--- src/rtl/cpu_pkg.sv ---
// Shared types for the forwarding/hazard scoreboard: stage record, FSM states.
package cpu_pkg;
  localparam int REG_ADDR_W = 5;
  localparam int FWD_NONE   = 0;

  typedef struct packed {
    logic                  valid;
    logic [REG_ADDR_W-1:0] rs;
    logic [REG_ADDR_W-1:0] rt;
    logic [REG_ADDR_W-1:0] rd;
    logic                  regwrite;
    logic                  memread;
    logic                  multicycle;
  } stage_t;

  typedef enum logic {IDLE = 1'b0, BUSY = 1'b1} mc_state_t;
endpackage

--- src/rtl/fwd_select.sv ---
// Priority matcher for one EX operand: youngest downstream producer wins.
module fwd_select
  import cpu_pkg::*;
#(
  parameter int NUM_FWD_STAGES = 2,
  parameter int SEL_W          = 2
) (
  input  logic [REG_ADDR_W-1:0]         i_addr,
  input  stage_t [NUM_FWD_STAGES:0]     i_stage,
  output logic [SEL_W-1:0]              o_sel
);
  // The record carries fields this matcher never looks at.
  logic w_unused;
  assign w_unused = ^i_stage;

  // Scan oldest to youngest so the smallest matching distance overrides.
  always_comb begin
    o_sel = SEL_W'(FWD_NONE);
    for (int d = NUM_FWD_STAGES; d >= 1; d--) begin
      if (i_stage[d].valid && i_stage[d].regwrite &&
          (i_stage[d].rd != '0) && (i_stage[d].rd == i_addr))
        o_sel = SEL_W'(NUM_FWD_STAGES + 1 - d);
    end
    if (!i_stage[0].valid) o_sel = SEL_W'(FWD_NONE);
  end
endmodule

--- src/rtl/fwd_hazard_scoreboard.sv ---
// Forwarding and hazard unit with its own in-flight record of EX and the
// downstream stages; handles load-use stalls and multi-cycle EX occupancy.
module fwd_hazard_scoreboard
  import cpu_pkg::*;
#(
  parameter  int NUM_FWD_STAGES = 2,
  parameter  int LOAD_READY     = 2,
  parameter  int MC_LATENCY     = 4,
  localparam int SEL_W          = $clog2(NUM_FWD_STAGES + 1)
) (
  input  logic                  clk_i,
  input  logic                  rst_i,
  input  logic                  id_valid_i,
  input  logic [REG_ADDR_W-1:0] id_rs_i,
  input  logic [REG_ADDR_W-1:0] id_rt_i,
  input  logic [REG_ADDR_W-1:0] id_rd_i,
  input  logic                  id_regwrite_i,
  input  logic                  id_memread_i,
  input  logic                  id_multicycle_i,
  input  logic                  flush_i,
  output logic [SEL_W-1:0]      fwd_rs_o,
  output logic [SEL_W-1:0]      fwd_rt_o,
  output logic                  stall_o,
  output logic                  ex_hold_o,
  output logic                  mc_busy_o
);
  localparam int CNT_W = $clog2(MC_LATENCY + 1);

  stage_t [NUM_FWD_STAGES:0]      r_stage;
  mc_state_t                      r_state, w_state_nxt;
  logic [CNT_W-1:0]               r_cnt, w_cnt_nxt;
  stage_t                         w_id_entry;
  logic                           w_busy, w_load_use, w_stall;
  logic [1:0][REG_ADDR_W-1:0]     w_opnd;
  logic [1:0][SEL_W-1:0]          w_sel;

  assign w_busy = (r_state == BUSY);

  // Entry EX will capture on a normal advance; a flushed instruction enters dead.
  always_comb begin
    w_id_entry            = '0;
    w_id_entry.valid      = id_valid_i & ~flush_i;
    w_id_entry.rs         = id_rs_i;
    w_id_entry.rt         = id_rt_i;
    w_id_entry.rd         = id_rd_i;
    w_id_entry.regwrite   = id_regwrite_i;
    w_id_entry.memread    = id_memread_i;
    w_id_entry.multicycle = id_multicycle_i;
  end

  // Load-use: a load still too young to forward targets an ID source.
  always_comb begin
    w_load_use = 1'b0;
    for (int d = 1; d < LOAD_READY; d++) begin
      if (r_stage[d-1].valid && r_stage[d-1].memread && r_stage[d-1].regwrite &&
          (r_stage[d-1].rd != '0) &&
          ((r_stage[d-1].rd == id_rs_i) || (r_stage[d-1].rd == id_rt_i)))
        w_load_use = 1'b1;
    end
  end

  // A killed ID instruction cannot create a hazard; BUSY always stalls.
  assign w_stall   = w_busy | (id_valid_i & ~flush_i & w_load_use);
  assign stall_o   = w_stall;
  assign ex_hold_o = w_busy;
  assign mc_busy_o = w_busy;

  // Next state: BUSY is entered on the edge a live multi-cycle op is loaded
  // into EX, so the same entry never re-arms while it sits held in EX.
  always_comb begin
    w_state_nxt = r_state;
    w_cnt_nxt   = r_cnt;
    if (r_state == IDLE) begin
      if (!w_stall && w_id_entry.valid && id_multicycle_i) begin
        w_state_nxt = BUSY;
        w_cnt_nxt   = CNT_W'(MC_LATENCY - 1);
      end
    end else begin
      w_cnt_nxt = r_cnt - CNT_W'(1);
      if (r_cnt == CNT_W'(1)) w_state_nxt = IDLE;
    end
  end

  // FSM state and occupancy counter.
  always_ff @(posedge clk_i or negedge rst_i) begin
    if (!rst_i) begin
      r_state <= IDLE;
      r_cnt   <= '0;
    end else begin
      r_state <= w_state_nxt;
      r_cnt   <= w_cnt_nxt;
    end
  end

  // Pipeline record advance: hold EX when busy, bubble EX on load-use.
  always_ff @(posedge clk_i or negedge rst_i) begin
    if (!rst_i) begin
      r_stage <= '0;
    end else begin
      for (int d = NUM_FWD_STAGES; d >= 2; d--) r_stage[d] <= r_stage[d-1];
      if (w_busy) begin
        r_stage[1] <= '0;
      end else begin
        r_stage[1] <= r_stage[0];
        r_stage[0] <= w_stall ? '0 : w_id_entry;
      end
    end
  end

  assign w_opnd[0] = r_stage[0].rs;
  assign w_opnd[1] = r_stage[0].rt;

  for (genvar g = 0; g < 2; g++) begin : g_opnd
    fwd_select #(
      .NUM_FWD_STAGES (NUM_FWD_STAGES),
      .SEL_W          (SEL_W)
    ) u_sel (
      .i_addr  (w_opnd[g]),
      .i_stage (r_stage),
      .o_sel   (w_sel[g])
    );
  end

  assign fwd_rs_o = w_sel[0];
  assign fwd_rt_o = w_sel[1];
endmodule
--- config.mk ---
export PLATFORM = sky130hd
export DESIGN_NAME = fwd_hazard_scoreboard
export DESIGN_NICKNAME = d
export VERILOG_FILES = /design/src/rtl/cpu_pkg.sv /design/src/rtl/fwd_select.sv /design/src/rtl/fwd_hazard_scoreboard.sv
export SDC_FILE = /design/constraint.sdc
export NUM_CORES = 1
export LEC_CHECK = 0
export CELL_PAD_IN_SITES_DETAIL_PLACEMENT = 1
export CELL_PAD_IN_SITES_GLOBAL_PLACEMENT = 1
export CORE_AREA = 2 2 90 70
export DETAILED_ROUTE_END_ITERATION = 6
export DIE_AREA = 0 0 92 72
export PLACE_DENSITY_LB_ADDON = 0.1
export SYNTH_ARGS = -nofsm -noshare
export SYNTH_HDL_FRONTEND = slang
export SYNTH_HIERARCHICAL = 1
export SYNTH_SLANG_ARGS = --single-unit
--- constraint.sdc ---
create_clock -name clk_i -period 4.5 [get_ports clk_i]
set_clock_uncertainty 0.15 [all_clocks]
set_input_delay 1.35 -clock clk_i [delete_from_list [all_inputs] [get_ports clk_i]]
set_output_delay 1.35 -clock clk_i [all_outputs]
set_load 0.02 [all_outputs]
# ---- Word level (Yosys, flattened, before mapping)
# Index checks and enable logic that the tools add are counted.
dict set report op_classes {
  n_reduce_logical 20
  shifts 0
  mul 0
  bitwise 4
  order_cmp 0
  n_eq_ne 7
  div_mod_pow 0
  mux 14
  n_addsub 1
}
# cell count
set op_table {}
lappend op_table {{2-to-1 mux 19 bit} 2}
lappend op_table {{equality test 5 bit} 6}
lappend op_table {{nonzero test 5 bit} 3}
lappend op_table {{logical AND 1 bit} 14}
lappend op_table {{2-to-1 mux 2 bit} 4}
lappend op_table {{2-to-1 mux 1 bit} 6}
lappend op_table {{2-to-1 mux 3 bit} 2}
lappend op_table {{equality test 3 x 1 -> 1 bit, second input constant} 1}
lappend op_table {{subtractor 3 x 1 -> 3 bit, second input constant} 1}
lappend op_table {{bitwise AND 1 bit} 2}
lappend op_table {{nonzero test 2 bit} 1}
lappend op_table {{logical NOT 1 bit} 1}
lappend op_table {{logical OR 1 bit} 1}
lappend op_table {{inverter 1 bit} 1}
lappend op_table {{bitwise OR 1 bit} 1}
dict set report totals {
  ff_bits 37
  word_cells 61
  latch_bits 0
  output_inout_bits 7
  memories 0
  romBits 0
  ram_bits 0
  input_bits 22
}

# ---- Logic depth before layout (Yosys ltp)
dict set report depth {
  word_depth 12
  ltp_mapped 6
  mapped_depth_nobuf 5
}

# ---- Cells and area by module
# Netlist, hierarchy kept.
# mod seq_area_each_um2 cells_per_inst n_inst area_per_inst_um2
set modules_own_cells {}
lappend modules_own_cells {fwd_hazard_scoreboard 1526.5 184 1 2329.7}
lappend modules_own_cells {fwd_select 0.0 25 2 157.7}

# ---- Least setup slack after synthesis
# OpenSTA, ideal clock, no wires.
dict set report synth_path {
  kind {input -> output}
  from {input port id_rt_i[2]}
  to {output port stall_o}
  path_slack_ps 639
  required_ps 3000
  path_stages 5
  path_buffers 0
  arrival_ps 2361
  path_cell_list {xor2_1 nor3_2 nand3_1 a211oi_2 or2_2}
}
dict set report synth_via {
  elab_chain_cells 6
}
# item line
set synth_rtl {}
lappend synth_rtl {{start: declaration} fwd_hazard_scoreboard.sv:15} ;# input logic [REG_ADDR_W-1:0] id_rt_i,
lappend synth_rtl {{equality test 5 bit} fwd_hazard_scoreboard.sv:57} ;# ((r_stage[d-1].rd == id_rs_i) || (r_stage[d-1].rd == id_rt_i)))
lappend synth_rtl {{logical OR 1 bit} fwd_hazard_scoreboard.sv:57}
lappend synth_rtl {{logical AND 1 bit} fwd_hazard_scoreboard.sv:56} ;# (r_stage[d-1].rd != '0) &&
lappend synth_rtl {{2-to-1 mux 1 bit} fwd_hazard_scoreboard.sv:55} ;# if (r_stage[d-1].valid && r_stage[d-1].memread && r_stage[d-1].regwrite &&
lappend synth_rtl {{bitwise AND 1 bit} fwd_hazard_scoreboard.sv:63} ;# assign w_stall = w_busy | (id_valid_i & ~flush_i & w_load_use);
lappend synth_rtl {{bitwise OR 1 bit} fwd_hazard_scoreboard.sv:63}
lappend synth_rtl {{end: declaration} fwd_hazard_scoreboard.sv:23} ;# output logic stall_o,
# No other way between the ends.

# ---- Worst setup path in the final report
# Ends and elaborated chain as after synthesis.

==> impl_metrics.py <==
metrics = {
    "clock_network": {
        "clkTransAtPathRegs_ns": 0.08,
        "clk_latency_ns": 0.29,
        "cts_tree": "yes",
        "clock-sinks": 36,
        "cts.repair_timing.setup_buffer_count": 0,
        "cts-htree-levels": 2,
        "cts-buffers-inserted": 5,
        "ctsRootBufferMaster": "clkbuf_8",
        "clock_tree.buffer_depth": 2,
    },
    "grt": {
        "first_global_vias": 1572,
        "global_route.overflow_total": 0,
        "grt_antenna_before_repair": 0,
        "pin_count_of_the_biggest_net_entering_global_routing": 37,
        "grt_pass1_wl_mm": 7.98,
        "gr-usage-all-layers_pct": 15.5,
    },
    "yosys": {
        "postSynthCellCount": 195,
        "yosys_warnings": 6,
        "syn_area_per_cell_um2": 9.91,
        "synthesis.nets": 219,
        "post_synth_instance_area_um2": 1930,
    },
    "place": {
        "io_buffers": 28,
        "dpl_hpwl_mm": 3.46,
        "dpl_cell_area_um2": 2330,
        "globalplace.congestion": 0.779,
    },
    "layout": {
        "layout-area-overhead-vs-synth_pct": 26.3,
        "drive_above_1_share_pct": 18.7,
        "design_area_um2": 2440,
        "ff_latch_area_um2": 901,
        "finish.utilization_pct": 42.8,
        "antennaDiodeCount": 0,
        "area_occupied_by_multi_input_gates_um2": 946,
        "fillers": 664,
        "fin_nets": 253,
    },
    "worst_setup_path": {
        "critPathRequiredTime_ns": 3.00,
        "timing.setup.critical_path_class": "in -> out",
        "cp.arrival_ns": 2.88,
        "timing.critical_path.fanout_max": 2,
        "crit_start": "id_rt_i[2]",
        "worstSetupEndpointType": "output pin",
        "kind_of_launch_point_of_the_worst_setup_path": "input port",
        "critical_path.reg2reg.startpoint": "r_stage[5]",
    },
    "route": {
        "drt-initial-drc-count": 63,
        "detail_route.drc_violations": 0,
        "routed_wire_length_per_instance_um": 14.8,
        "routed.top_layer": "met4",
        "ant_nets": 0,
        "drt-total-wl_mm": 4.56,
        "ratio_of_routed_vias_to_standard_cells": 4.68,
        "wl_met2_mm": 2.13,
        "detail_route.first_pass.iterations": 4,
        "via_count": 1442,
        "route.layer.met1.wl_mm": 2.21,
        "routed-wl-met3_um": 171,
    },
    "timing": {
        "final-max-slew-violation-count": 0,
        "timing.slew.headroom_pct": 40.3,
        "timing.fmax_mhz": 228,
        "rsz0062_at_grt": "false",
        "report.final.hold_viol_count": 0,
        "worst_pin_slew_ns": 0.895,
        "min_period_ns": 4.38,
        "finalSetupViolations": 0,
        "fraction_of_the_cycle_the_final_worst_path_needs_pct": 97.4,
    },
    "job": {
        "maxCapViolCount": 0,
    },
    "min_path": {
        "hold_path_startpoint": "r_stage[21]",
        "hp-class": "reg -> reg",
    },
    "pwr": {
        "static-leakage-power_nw": 1.02,
        "peakVddDrop_mv": 0.255,
        "power_per_cell_area_nw_per_um2": 627,
        "totalPowerFinal_mw": 1.53,
    },
    "floorplanning": {
        "core.rowCount": 24,
        "fp.dieArea_um2": 6620,
        "fp.dieW_um": 92,
        "die_h_um": 72,
        "number_of_placed_i_o_pins": 29,
        "coreArea_um2": 5710,
        "floorplan.initialDensity_pct": 33.9,
    },
    "outcome": {
        "run_status": "completed",
    },
}
## registers in the layout, indices dropped and copies added (netlist names)
register,cells
r_cnt,3
r_stage,32
ex_hold_o,1
## metrics by stage
step / TNS, ns / instances / setup slack (ns) / hold slack, ns
final: 0 / 308 / 0.117 / 0.260
after global routing: 0 / 308 / 0.0325 / 0.274
after CTS: 0 / 308 / 0.0976 / 0.259
after detailed placement: -0.343 / 300 / -0.343 / 0.241
after global placement: -0.338 / 300 / -0.338 / 0.240
after floorplan: 0 / 195 / 0.639 / 0.224
## worst max-delay path, stage by stage
cell,delay (ns)
clkdlybuf4s50_1,0.45
xor2_1,0.17
nor3_2,0.21
nand3_2,0.12
a211oi_4,0.27
or2_2,0.15
buf_2,0.16
## worst paths after layout
check	to	slack, ns	cells after the start
max reg2reg	r_stage[13]	2.43	6
max	stall_o	0.12	7
min reg2reg	r_stage[40]	0.26	0
min	r_stage[40]	0.26	0
max in group asynchronous	r_stage[42]	2.53	2
min in group asynchronous	r_stage[5]	1.33	2
## layer usage
| metal | GRT usage (%) | vias to the layer above |
|---|---|---|
| met4 | 3.98 | 0 |
| met5 | 0 | - |
| met1 | 21.0 | 693 |
| met3 | 3.95 | 5 |
| li1 | - | 720 |
| met2 | 25.1 | 24 |
## cell type report
class	instances	area share [%]
multi-input cells	138	38.8
flip-flops and latches	36	36.9
repair buffers	37	14.1
well taps	78	4.00
clock buffers	5	2.82
clock inverters	3	1.74
inverters	11	1.69
## repair_timing
| item | in CTS | in global routing |
|---|---|---|
| setup endpoints to repair | 1 | 0 |
| gates resized for setup | 5 | 0 |
| hold buffers | 0 | 0 |
| hold endpoints to repair | 0 | 0 |
## cells in the final DEF, fill, tap and decap left out, types with 2 or more instances in the layout
master           count
nor2_1               6
a21oi_1              3
or2_2                2
buf_4                9
ha_1                 2
nor2b_1              8
dfrtp_1             36
nand3_1              4
nand2_1             20
nor4_1               4
o22ai_1              2
clkbuf_8             5
clkdlybuf4s50_1     27
o21ai_0              4
o21ai_2             19
inv_1               11
a2111oi_1            2
and3_1               3
xor2_1              12
nor3_1               3
nand2b_1            21
o2111ai_1            4
xnor2_1             11
## power by group
group	total [mW]	switching [mW]	internal [mW]
combinational	0.545	0.253	0.291
sequential	0.701	0.228	0.473
clock	0.284	0.120	0.164
Power figures use the tool's default switching activity.
